===== src/rtl/debounce_multi_if.sv =====
// Channel bundle for debounce_multi: raw inputs in, filtered levels and edge pulses out.
interface debounce_multi_if #(
    parameter int CHANNELS = 4
);
    logic [CHANNELS-1:0] noisy_in;
    logic [CHANNELS-1:0] debounced;
    logic [CHANNELS-1:0] rise;
    logic [CHANNELS-1:0] fall;
    logic                any_change;

    modport master (output noisy_in, input debounced, rise, fall, any_change);
    modport slave  (input noisy_in, output debounced, rise, fall, any_change);
endinterface


===== src/rtl/debounce_multi.sv =====
// Multi-channel debouncer with independent press/release hold times and registered edge pulses.
// Define DEBOUNCE_SYNC_EN to insert a 2-flop synchroniser per channel ahead of each FSM.
module debounce_lane #(
    parameter int PRESS_CYCLES   = 50000,
    parameter int RELEASE_CYCLES = 50000,
    parameter int COUNT_WIDTH    = 19
) (
    input  logic clk,
    input  logic reset,
    input  logic din,
    output logic debounced,
    output logic rise,
    output logic fall,
    output logic pulse_nxt
);
    typedef enum logic [1:0] {STABLE_LO, ARM_HI, STABLE_HI, ARM_LO} state_t;

    localparam logic [COUNT_WIDTH-1:0] HI_TERM = COUNT_WIDTH'(PRESS_CYCLES - 1);
    localparam logic [COUNT_WIDTH-1:0] LO_TERM = COUNT_WIDTH'(RELEASE_CYCLES - 1);

    state_t                 state;
    logic [COUNT_WIDTH-1:0] cnt;
    logic                   s;

`ifdef DEBOUNCE_SYNC_EN
    logic [1:0] sync;

    always_ff @(posedge clk) begin
        if (reset) sync <= 2'b00;
        else       sync <= {sync[0], din};
    end

    assign s = sync[1];
`else
    assign s = din;
`endif

    // Mirrors the FSM's pulse decision so the top can register any_change in the same cycle.
    assign pulse_nxt = !reset &&
                       ((state == ARM_HI &&  s && cnt == HI_TERM) ||
                        (state == ARM_LO && !s && cnt == LO_TERM));

    always_ff @(posedge clk) begin
        if (reset) begin
            state     <= STABLE_LO;
            cnt       <= '0;
            debounced <= 1'b0;
            rise      <= 1'b0;
            fall      <= 1'b0;
        end else begin
            rise <= 1'b0;
            fall <= 1'b0;
            case (state)
                STABLE_LO: begin
                    cnt       <= '0;
                    debounced <= 1'b0;
                    if (s) state <= ARM_HI;
                end
                ARM_HI: begin
                    if (!s) begin
                        state <= STABLE_LO;
                        cnt   <= '0;
                    end else if (cnt == HI_TERM) begin
                        state     <= STABLE_HI;
                        cnt       <= '0;
                        debounced <= 1'b1;
                        rise      <= 1'b1;
                    end else begin
                        cnt <= cnt + COUNT_WIDTH'(1);
                    end
                end
                STABLE_HI: begin
                    cnt       <= '0;
                    debounced <= 1'b1;
                    if (!s) state <= ARM_LO;
                end
                ARM_LO: begin
                    if (s) begin
                        state <= STABLE_HI;
                        cnt   <= '0;
                    end else if (cnt == LO_TERM) begin
                        state     <= STABLE_LO;
                        cnt       <= '0;
                        debounced <= 1'b0;
                        fall      <= 1'b1;
                    end else begin
                        cnt <= cnt + COUNT_WIDTH'(1);
                    end
                end
                default: begin
                    state     <= STABLE_LO;
                    cnt       <= '0;
                    debounced <= 1'b0;
                end
            endcase
        end
    end
endmodule

module debounce_multi #(
    parameter int CHANNELS       = 4,
    parameter int PRESS_CYCLES   = 50000,
    parameter int RELEASE_CYCLES = 50000,
    parameter int COUNT_WIDTH    = 19
) (
    input  logic              clk,
    input  logic              reset,
    debounce_multi_if.slave   bus
);
    logic [CHANNELS-1:0] deb;
    logic [CHANNELS-1:0] rs;
    logic [CHANNELS-1:0] fl;
    logic [CHANNELS-1:0] pn;
    logic                any_q;

    for (genvar i = 0; i < CHANNELS; i++) begin : g_lane
        debounce_lane #(
            .PRESS_CYCLES   (PRESS_CYCLES),
            .RELEASE_CYCLES (RELEASE_CYCLES),
            .COUNT_WIDTH    (COUNT_WIDTH)
        ) u_lane (
            .clk       (clk),
            .reset     (reset),
            .din       (bus.noisy_in[i]),
            .debounced (deb[i]),
            .rise      (rs[i]),
            .fall      (fl[i]),
            .pulse_nxt (pn[i])
        );
    end

    always_ff @(posedge clk) begin
        if (reset) any_q <= 1'b0;
        else       any_q <= |pn;
    end

    assign bus.debounced  = deb;
    assign bus.rise       = rs;
    assign bus.fall       = fl;
    assign bus.any_change = any_q;
endmodule

===== src/flat_wrapper.sv =====
// flat-port wrapper written by rule: the top's interface ports become plain ports
module debounce_multi_flat 
#(
    parameter int CHANNELS       = 4,
    parameter int PRESS_CYCLES   = 50000,
    parameter int RELEASE_CYCLES = 50000,
    parameter int COUNT_WIDTH    = 19
)
  (clk, reset, bus_noisy_in, bus_debounced, bus_rise, bus_fall, bus_any_change);
  debounce_multi_if #(.CHANNELS(CHANNELS)) bus_i ();
  input  logic clk;
  input  logic reset;
  input wire logic [$bits(bus_i.noisy_in)-1:0] bus_noisy_in;
  output wire logic [$bits(bus_i.debounced)-1:0] bus_debounced;
  output wire logic [$bits(bus_i.rise)-1:0] bus_rise;
  output wire logic [$bits(bus_i.fall)-1:0] bus_fall;
  output wire logic [$bits(bus_i.any_change)-1:0] bus_any_change;
  assign bus_i.noisy_in = bus_noisy_in;
  assign bus_debounced = bus_i.debounced;
  assign bus_rise = bus_i.rise;
  assign bus_fall = bus_i.fall;
  assign bus_any_change = bus_i.any_change;
  debounce_multi #(.CHANNELS(CHANNELS), .PRESS_CYCLES(PRESS_CYCLES), .RELEASE_CYCLES(RELEASE_CYCLES), .COUNT_WIDTH(COUNT_WIDTH)) u_core (.clk(clk), .reset(reset), .bus(bus_i));
endmodule

===== config.mk =====
export PLATFORM = sky130hd
export DESIGN_NAME = debounce_multi_flat
export DESIGN_NICKNAME = d
export VERILOG_FILES = /design/src/rtl/debounce_multi_if.sv /design/src/rtl/debounce_multi.sv /design/src/flat_wrapper.sv
export SDC_FILE = /design/constraint.sdc
export NUM_CORES = 1
export LEC_CHECK = 0
export ABC_AREA = 0
export BUFFER_PORTS_ARGS = -buffer_cell sky130_fd_sc_hd__buf_2
export CORE_ASPECT_RATIO = 1.5
export CORE_MARGIN = 5
export CORE_UTILIZATION = 58
export CTS_BUF_LIST = sky130_fd_sc_hd__clkbuf_2 sky130_fd_sc_hd__clkbuf_4 sky130_fd_sc_hd__clkbuf_8
export DETAILED_ROUTE_END_ITERATION = 12
export PLACE_DENSITY = 0.78
export SYNTH_ARGS = -nofsm -noshare
export SYNTH_HDL_FRONTEND = slang
export SYNTH_SLANG_ARGS = --single-unit

===== constraint.sdc =====
create_clock -name clk -period 1.75 [get_ports clk]
set_input_delay 0.0875 -clock clk [delete_from_list [all_inputs] [get_ports clk]]
set_output_delay 0.0875 -clock clk [all_outputs]
set_load 0.005 [all_outputs]

Word-level counts from Yosys, hierarchy flattened. Index checks and enable logic that the tools add are counted.

Register bits after elaboration: 97. Bits of input ports: 6. Word-level logic and storage cells: 207.

Bitwise logic cells: 12. Add/sub/neg operators: 4. Muxes and demuxes: 68. Equal/unequal tests: 48. Reductions and logical operators: 54.

Operators by type and width (number): $mux W19 (12); $pmux W19 S3 (4); $add A19 B1 Y19 const B (4); $eq A19 B16 Y1 const B (4); $mux W2 (24); $ne A2 B2 Y1 const B (16); $pmux W2 S4 (4); $reduce_and A4 Y1 (8); $ne A3 B2 Y1 const B (8); $reduce_or A3 Y1 (8); $logic_and A1 B1 Y1 (20); $mux W1 (20); $eq A2 B2 Y1 const B (8); $ne A2 B1 Y1 const B (8); $pmux W1 S4 (4); $not A1 Y1 (12); $eq A2 B1 Y1 const B (4); $logic_not A2 Y1 (4); $reduce_or A2 Y1 (4); $logic_not A1 Y1 (5); $logic_or A1 B1 Y1 (4); $reduce_or A4 Y1 (1).

Logic depth before layout (Yosys ltp).
Word-level depth: 6. Mapped depth: 9. Depth with buffers taken out: 7.

Hierarchy. A second synthesis with hierarchy kept.

Cell total of the unflattened synthesis: 522. Area total of the unflattened synthesis: 4710.8 um^2.

By module, submodules not included: debounce_lane at u_core.g_lane[0].u_lane ... (area an instance 1154.9 um^2, cells an instance 126, instances 3); debounce_lane at u_core.g_lane[3].u_lane (area an instance 1216.2 um^2, cells an instance 141, instances 1); debounce_multi (area an instance 30.0 um^2, cells an instance 3, instances 1).

Worst setup path after synthesis. OpenSTA, ideal clock, no wires.

Path type: register to register. From: register u_core.g_lane[2].u_lane.cnt[0]. To: register u_core.g_lane[2].u_lane.cnt[18]. Period minus slack after synthesis: 1766 ps. Data arrival time: 1651 ps. Setup slack: -16 ps. Path buffers: 0. Data required time: 1634 ps. Cell stages (with the launch flop): 7. Cells stage by stage: dfxtp_1 > ha_1 > nand4_1 > or4_4 > nor4_4 > xnor2_1 > nor2_2.

Longest elaborated chain between the ends: 4. Elaborated cells between the ends (all ways): 6. Those cells by class: add/sub: 1; eq/ne: 1; mux: 4.

Ends and longest elaborated chain: from (decl) (RTL line debounce_multi.sv:22) `logic [COUNT_WIDTH-1:0] cnt;`; from (signal assigned) (RTL line debounce_multi.sv:69) `cnt <= cnt + COUNT_WIDTH'(1);`; from (signal assigned) (RTL line debounce_multi.sv:87) `cnt <= cnt + COUNT_WIDTH'(1);`; $add A19 B1 Y19 or $eq A19 B16 Y1 (tied branches); $mux W19 (*) (RTL line debounce_multi.sv:63, debounce_multi.sv:81); $mux W19, on equally long branches (RTL line debounce_multi.sv:78, debounce_multi.sv:60); $pmux W19 S3 (*) (RTL line debounce_multi.sv:53) `case (state)`.

Mark *: on every way between the ends. The rest lies on a longest branch, timed or not. A chain may end at the register's enable or synchronous reset.

Worst setup path in the final report.
From: register u_core.g_lane[1].u_lane.cnt[5]. To: register u_core.g_lane[1].u_lane.rise.

Longest elaborated chain between the ends: 2.

Ends and longest elaborated chain: from (decl) (RTL line debounce_multi.sv:22); from (signal assigned) (RTL line debounce_multi.sv:69); from (signal assigned) (RTL line debounce_multi.sv:87); $eq A19 B16 Y1 (RTL line debounce_multi.sv:63) `end else if (cnt == HI_TERM) begin`; $mux W1 (RTL line debounce_multi.sv:63); to (signal assigned) (RTL line debounce_multi.sv:48) `rise <= 1'b0;`; to (signal assigned) (RTL line debounce_multi.sv:51) `rise <= 1'b0;`; to (signal assigned) (RTL line debounce_multi.sv:67) `rise <= 1'b1;`; to (decl) (RTL line debounce_multi.sv:12) `output logic rise,`.

Every way passes these cells.

==> run_results.csv <==
group,metric,value,unit
yosys,synth.distinct_cells,62,
layout,syn_to_final_growth,16.31,%
routing,drt-pass1-iter-count,4,
place,dp.cells,721,
clocking,clkLatencyLatePin,380,ps
sta,finalSetupTns,0,ps
clocking,cts.path.max_buffers,2,
floorplanning,design.die.area,10630,um2
global_routing,grt_pass1_wl,18410,um
global_routing,grt_usage,21.24,%
sta,tightest_slew,477.0,ps
floorplanning,ios,19,
floorplanning,die_y,123.8,um
yosys,synth_cells,576,
place,gp_congestion,0.8322,
yosys,synth_area,5010,um2
clocking,h-tree-depth,3,
yosys,yosysTopAreaCellShare,38.76,%
critical_path,slowest_stage,"or4b_1",
sta,hold_viol_final,0,
power_and_ir_drop,peakVddDrop,0.5403,mV
power_and_ir_drop,powerDensity,803.6,nW/um2
yosys,yosys-top-cells-area,"dfxtp_1, nor2_1, ha_1",
yosys,synth-main-ff-cell,"dfxtp_1",
critical_path,crit_chain,"or4b_1 -> nor3_1 -> nand4_1 -> nor3_1",
routing,wire_per_inst,14.46,um
routing,postRouteWirelength,10740,um
routing,antenna_left,0,
sta,fin_skew,12.81,ps
critical_path,worst_path_most_repeated_cell,"nor3_1",
routing,vias,4175,
clocking,cts_num_sinks,97,
critical_path,critPathRequiredTime,2010,ps
sta,post-route-period-util,98.82,%
routing,routed_via_density,5.619,
global_routing,grt_pass1_vias,4236,
critical_path,cp.arrival,1990,ps
sta,rsz0062_at_grt,"yes",
yosys,syn_nets,610,
sta,setup_viol,0,
critical_path,slowest_delay,510,ps
global_routing,grt_overflow,0,
critical_path,end_kind,"register",
critical_path,critPathLaunchType,"register",
floorplanning,die_w,85.89,um
global_routing,antenna_found_initial,0,
run_status,status,"finished clean",
power_and_ir_drop,p_leak,2.113,nW
floorplanning,core,8413,um2
yosys,synth_seq_cells,97,
layout,fin_cells,743,
layout,num_antenna_cells,0,
yosys,synth_edf_count,0,
place,io_buffers,18,
sta,maxSlewHeadroom,67.96,%
yosys,synthArstFlopShare,0,%
layout,drive_gt1_share,21.07,%
global_routing,grt_start_max_net_pins,22,
clocking,cts_root_buf,"clkbuf_8",
place,hpwl,7697,um
floorplanning,initial_utilization,59.55,%
critical_path,path_max_fanout,3,
critical_path,path_delay_family,"simple AND/OR/NAND/NOR gates",
sta,drv_slew,0,
hold_path,hold_class,"in -> reg",
critical_path,critPathKind,"reg -> reg",
clocking,cts_tree,"yes",
yosys,synth.avg_cell_area,8.698,um2
yosys,ys_seq_area_share,38.76,%
layout,nFillCells,657,
critical_path,cp_num_buf_inv,0,
yosys,synth_warnings,0,
clocking,cts.clk_slew.worst_paths,90,ps
sta,fmax,578.2,MHz
run,maxCapViolCount,0,
layout,layout.nets,666,
routing,drc,0,
clocking,cts_buffers,9,
floorplanning,rows,41,
sta,layout_min_cycle_time,1729,ps
yosys,yosysTopAreaCell,"dfxtp_1",
routing,drt_iter0_drc,153,
## layout by cell type (no fill, tap or decap), types with 3 or more instances in the layout
cell type	Yosys	routed
nor4b_1	5	4
clkbuf_4	0	3
buf_4	16	51
o21ai_1	0	3
o41ai_1	5	4
mux2i_1	4	4
a21oi_1	7	6
and4_1	6	6
nor2_1	105	103
nand3_2	1	3
o21ai_0	9	6
nand4b_1	3	3
nor4_1	10	5
o22ai_1	5	5
xnor2_1	33	33
nor3_1	11	11
inv_1	23	23
xor2_1	35	35
buf_2	1	18
nand4_1	21	21
ha_1	28	25
or3_1	5	5
and3_1	15	14
clkbuf_8	0	10
dfxtp_2	0	9
nor4_2	1	6
nor4bb_1	5	3
dfxtp_1	97	88
o211ai_1	3	3
nand2_1	34	34
and2_1	3	3
nand3_1	30	28
nand2b_1	5	5
## what timing repair did
item | 4_1_cts | 5_1_grt
pin swaps | 3 | 13
cloned | 0 | 0
setup buffers | 0 | 6
resized for setup | 1 | 36
setup endpoints to repair | 2 | 63
hold endpoints to repair | 1 | 0
hold buffers | 1 | 0
## path summary, 6_finish.rpt
| kind | startpoint | cells after the start | slack (ps) | to |
|---|---|---|---|---|
| worst min-delay path | bus_noisy_in[3] | 2 | 4 | u_core.g_lane[3].u_lane.fall |
| worst max register to register | u_core.g_lane[1].u_lane.cnt[5] | 4 | 20 | u_core.g_lane[1].u_lane.rise |
| worst max-delay path | u_core.g_lane[1].u_lane.cnt[5] | 4 | 20 | u_core.g_lane[1].u_lane.rise |
| worst min register to register | u_core.g_lane[0].u_lane.cnt[0] | 1 | 460 | u_core.g_lane[0].u_lane.cnt[0] |
## kinds of logic after synthesis
logic type	share of synthesized area (%)
fa+ha+maj	6.993
mux	0.7992
compound gates	7.168
buf+inv	5.120
flops	38.76
xor+xnor	11.89
simple gates	29.27
## cells in the mapped netlist, types with 4 or more instances
cell	n
and4_1	6
xnor2_1	33
o22ai_1	5
nor3_1	11
nor4bb_1	5
a21oi_1	7
mux2i_1	4
xor2_1	35
inv_1	23
ha_1	28
nand2b_1	5
nand4_1	21
and3_1	15
dfxtp_1	97
clkbuf_1	7
nand2_1	34
o21ai_0	9
o41ai_1	5
nor2_1	105
nor4b_1	5
buf_4	16
nor4_1	10
or3_1	5
nand3_1	30
## metrics by stage
| stage | worst slack [ps] | power [W] | cell area (um2) | util, % | hold WS [ps] |
|---|---|---|---|---|---|
| finish | 20.64 | 0.004682 | 5827 | 69.26 | 3.536 |
| CTS | 8.671 | 0.004644 | 5634 | 66.97 | 0.01721 |
| detailed placement | -35.47 | 0.003300 | 5446 | 64.74 | 383.4 |
| global route | -71.73 | 0.004924 | 5827 | 69.26 | 17.84 |
| global placement | 18.90 | 0.003246 | 5446 | 64.74 | 381.6 |
| floorplan | 7.555 | 0.003095 | 5015 | - | 242.6 |
## per-layer routing
layer  global-route usage (%)  up-vias  routed length, um
li1                         -     2096                  -
met1                    24.63     1972               4587
met2                    36.78       75               5480
met3                    5.625       32                358
met4                    8.812        0                318
met5                        0        -                  0
## state kept, by name (all words and copies together) (netlist names), named ones only
signal,cells
u_core.g_lane.u_lane.cnt,76
u_core.g_lane.u_lane.debounced,4
u_core.g_lane.u_lane.fall,4
u_core.g_lane.u_lane.rise,4
u_core.g_lane.u_lane.state,4
u_core.bus.any_change,1
## area by class of cell
cell class	count	area [um2]	area share, %
clock inverters	2	15.01	0.2577
flip-flops and latches	97	1953	33.52
clock buffers	13	160.2	2.749
repair buffers	72	523.0	8.976
well taps	107	133.9	2.298
inverters	23	86.33	1.482
multi-input cells	429	2955	50.72
## where the power goes
| part | leakage (nW) | switching (W) | internal [W] | total (W) |
|---|---|---|---|---|
| clock network | 0.0860 | 0.000772 | 0.000597 | 0.00137 |
| registers | 0.788 | 0.000104 | 0.00231 | 0.00241 |
| logic | 1.24 | 0.000515 | 0.000386 | 0.000902 |
## worst register-to-register path, cell delays in order (launching register included)
cell and delay [ps]:
dfxtp_1 340, or4b_1 510, nor3_1 210, nand4_1 200
nor3_1 350
No activity file was read; power rests on OpenSTA's default activity.
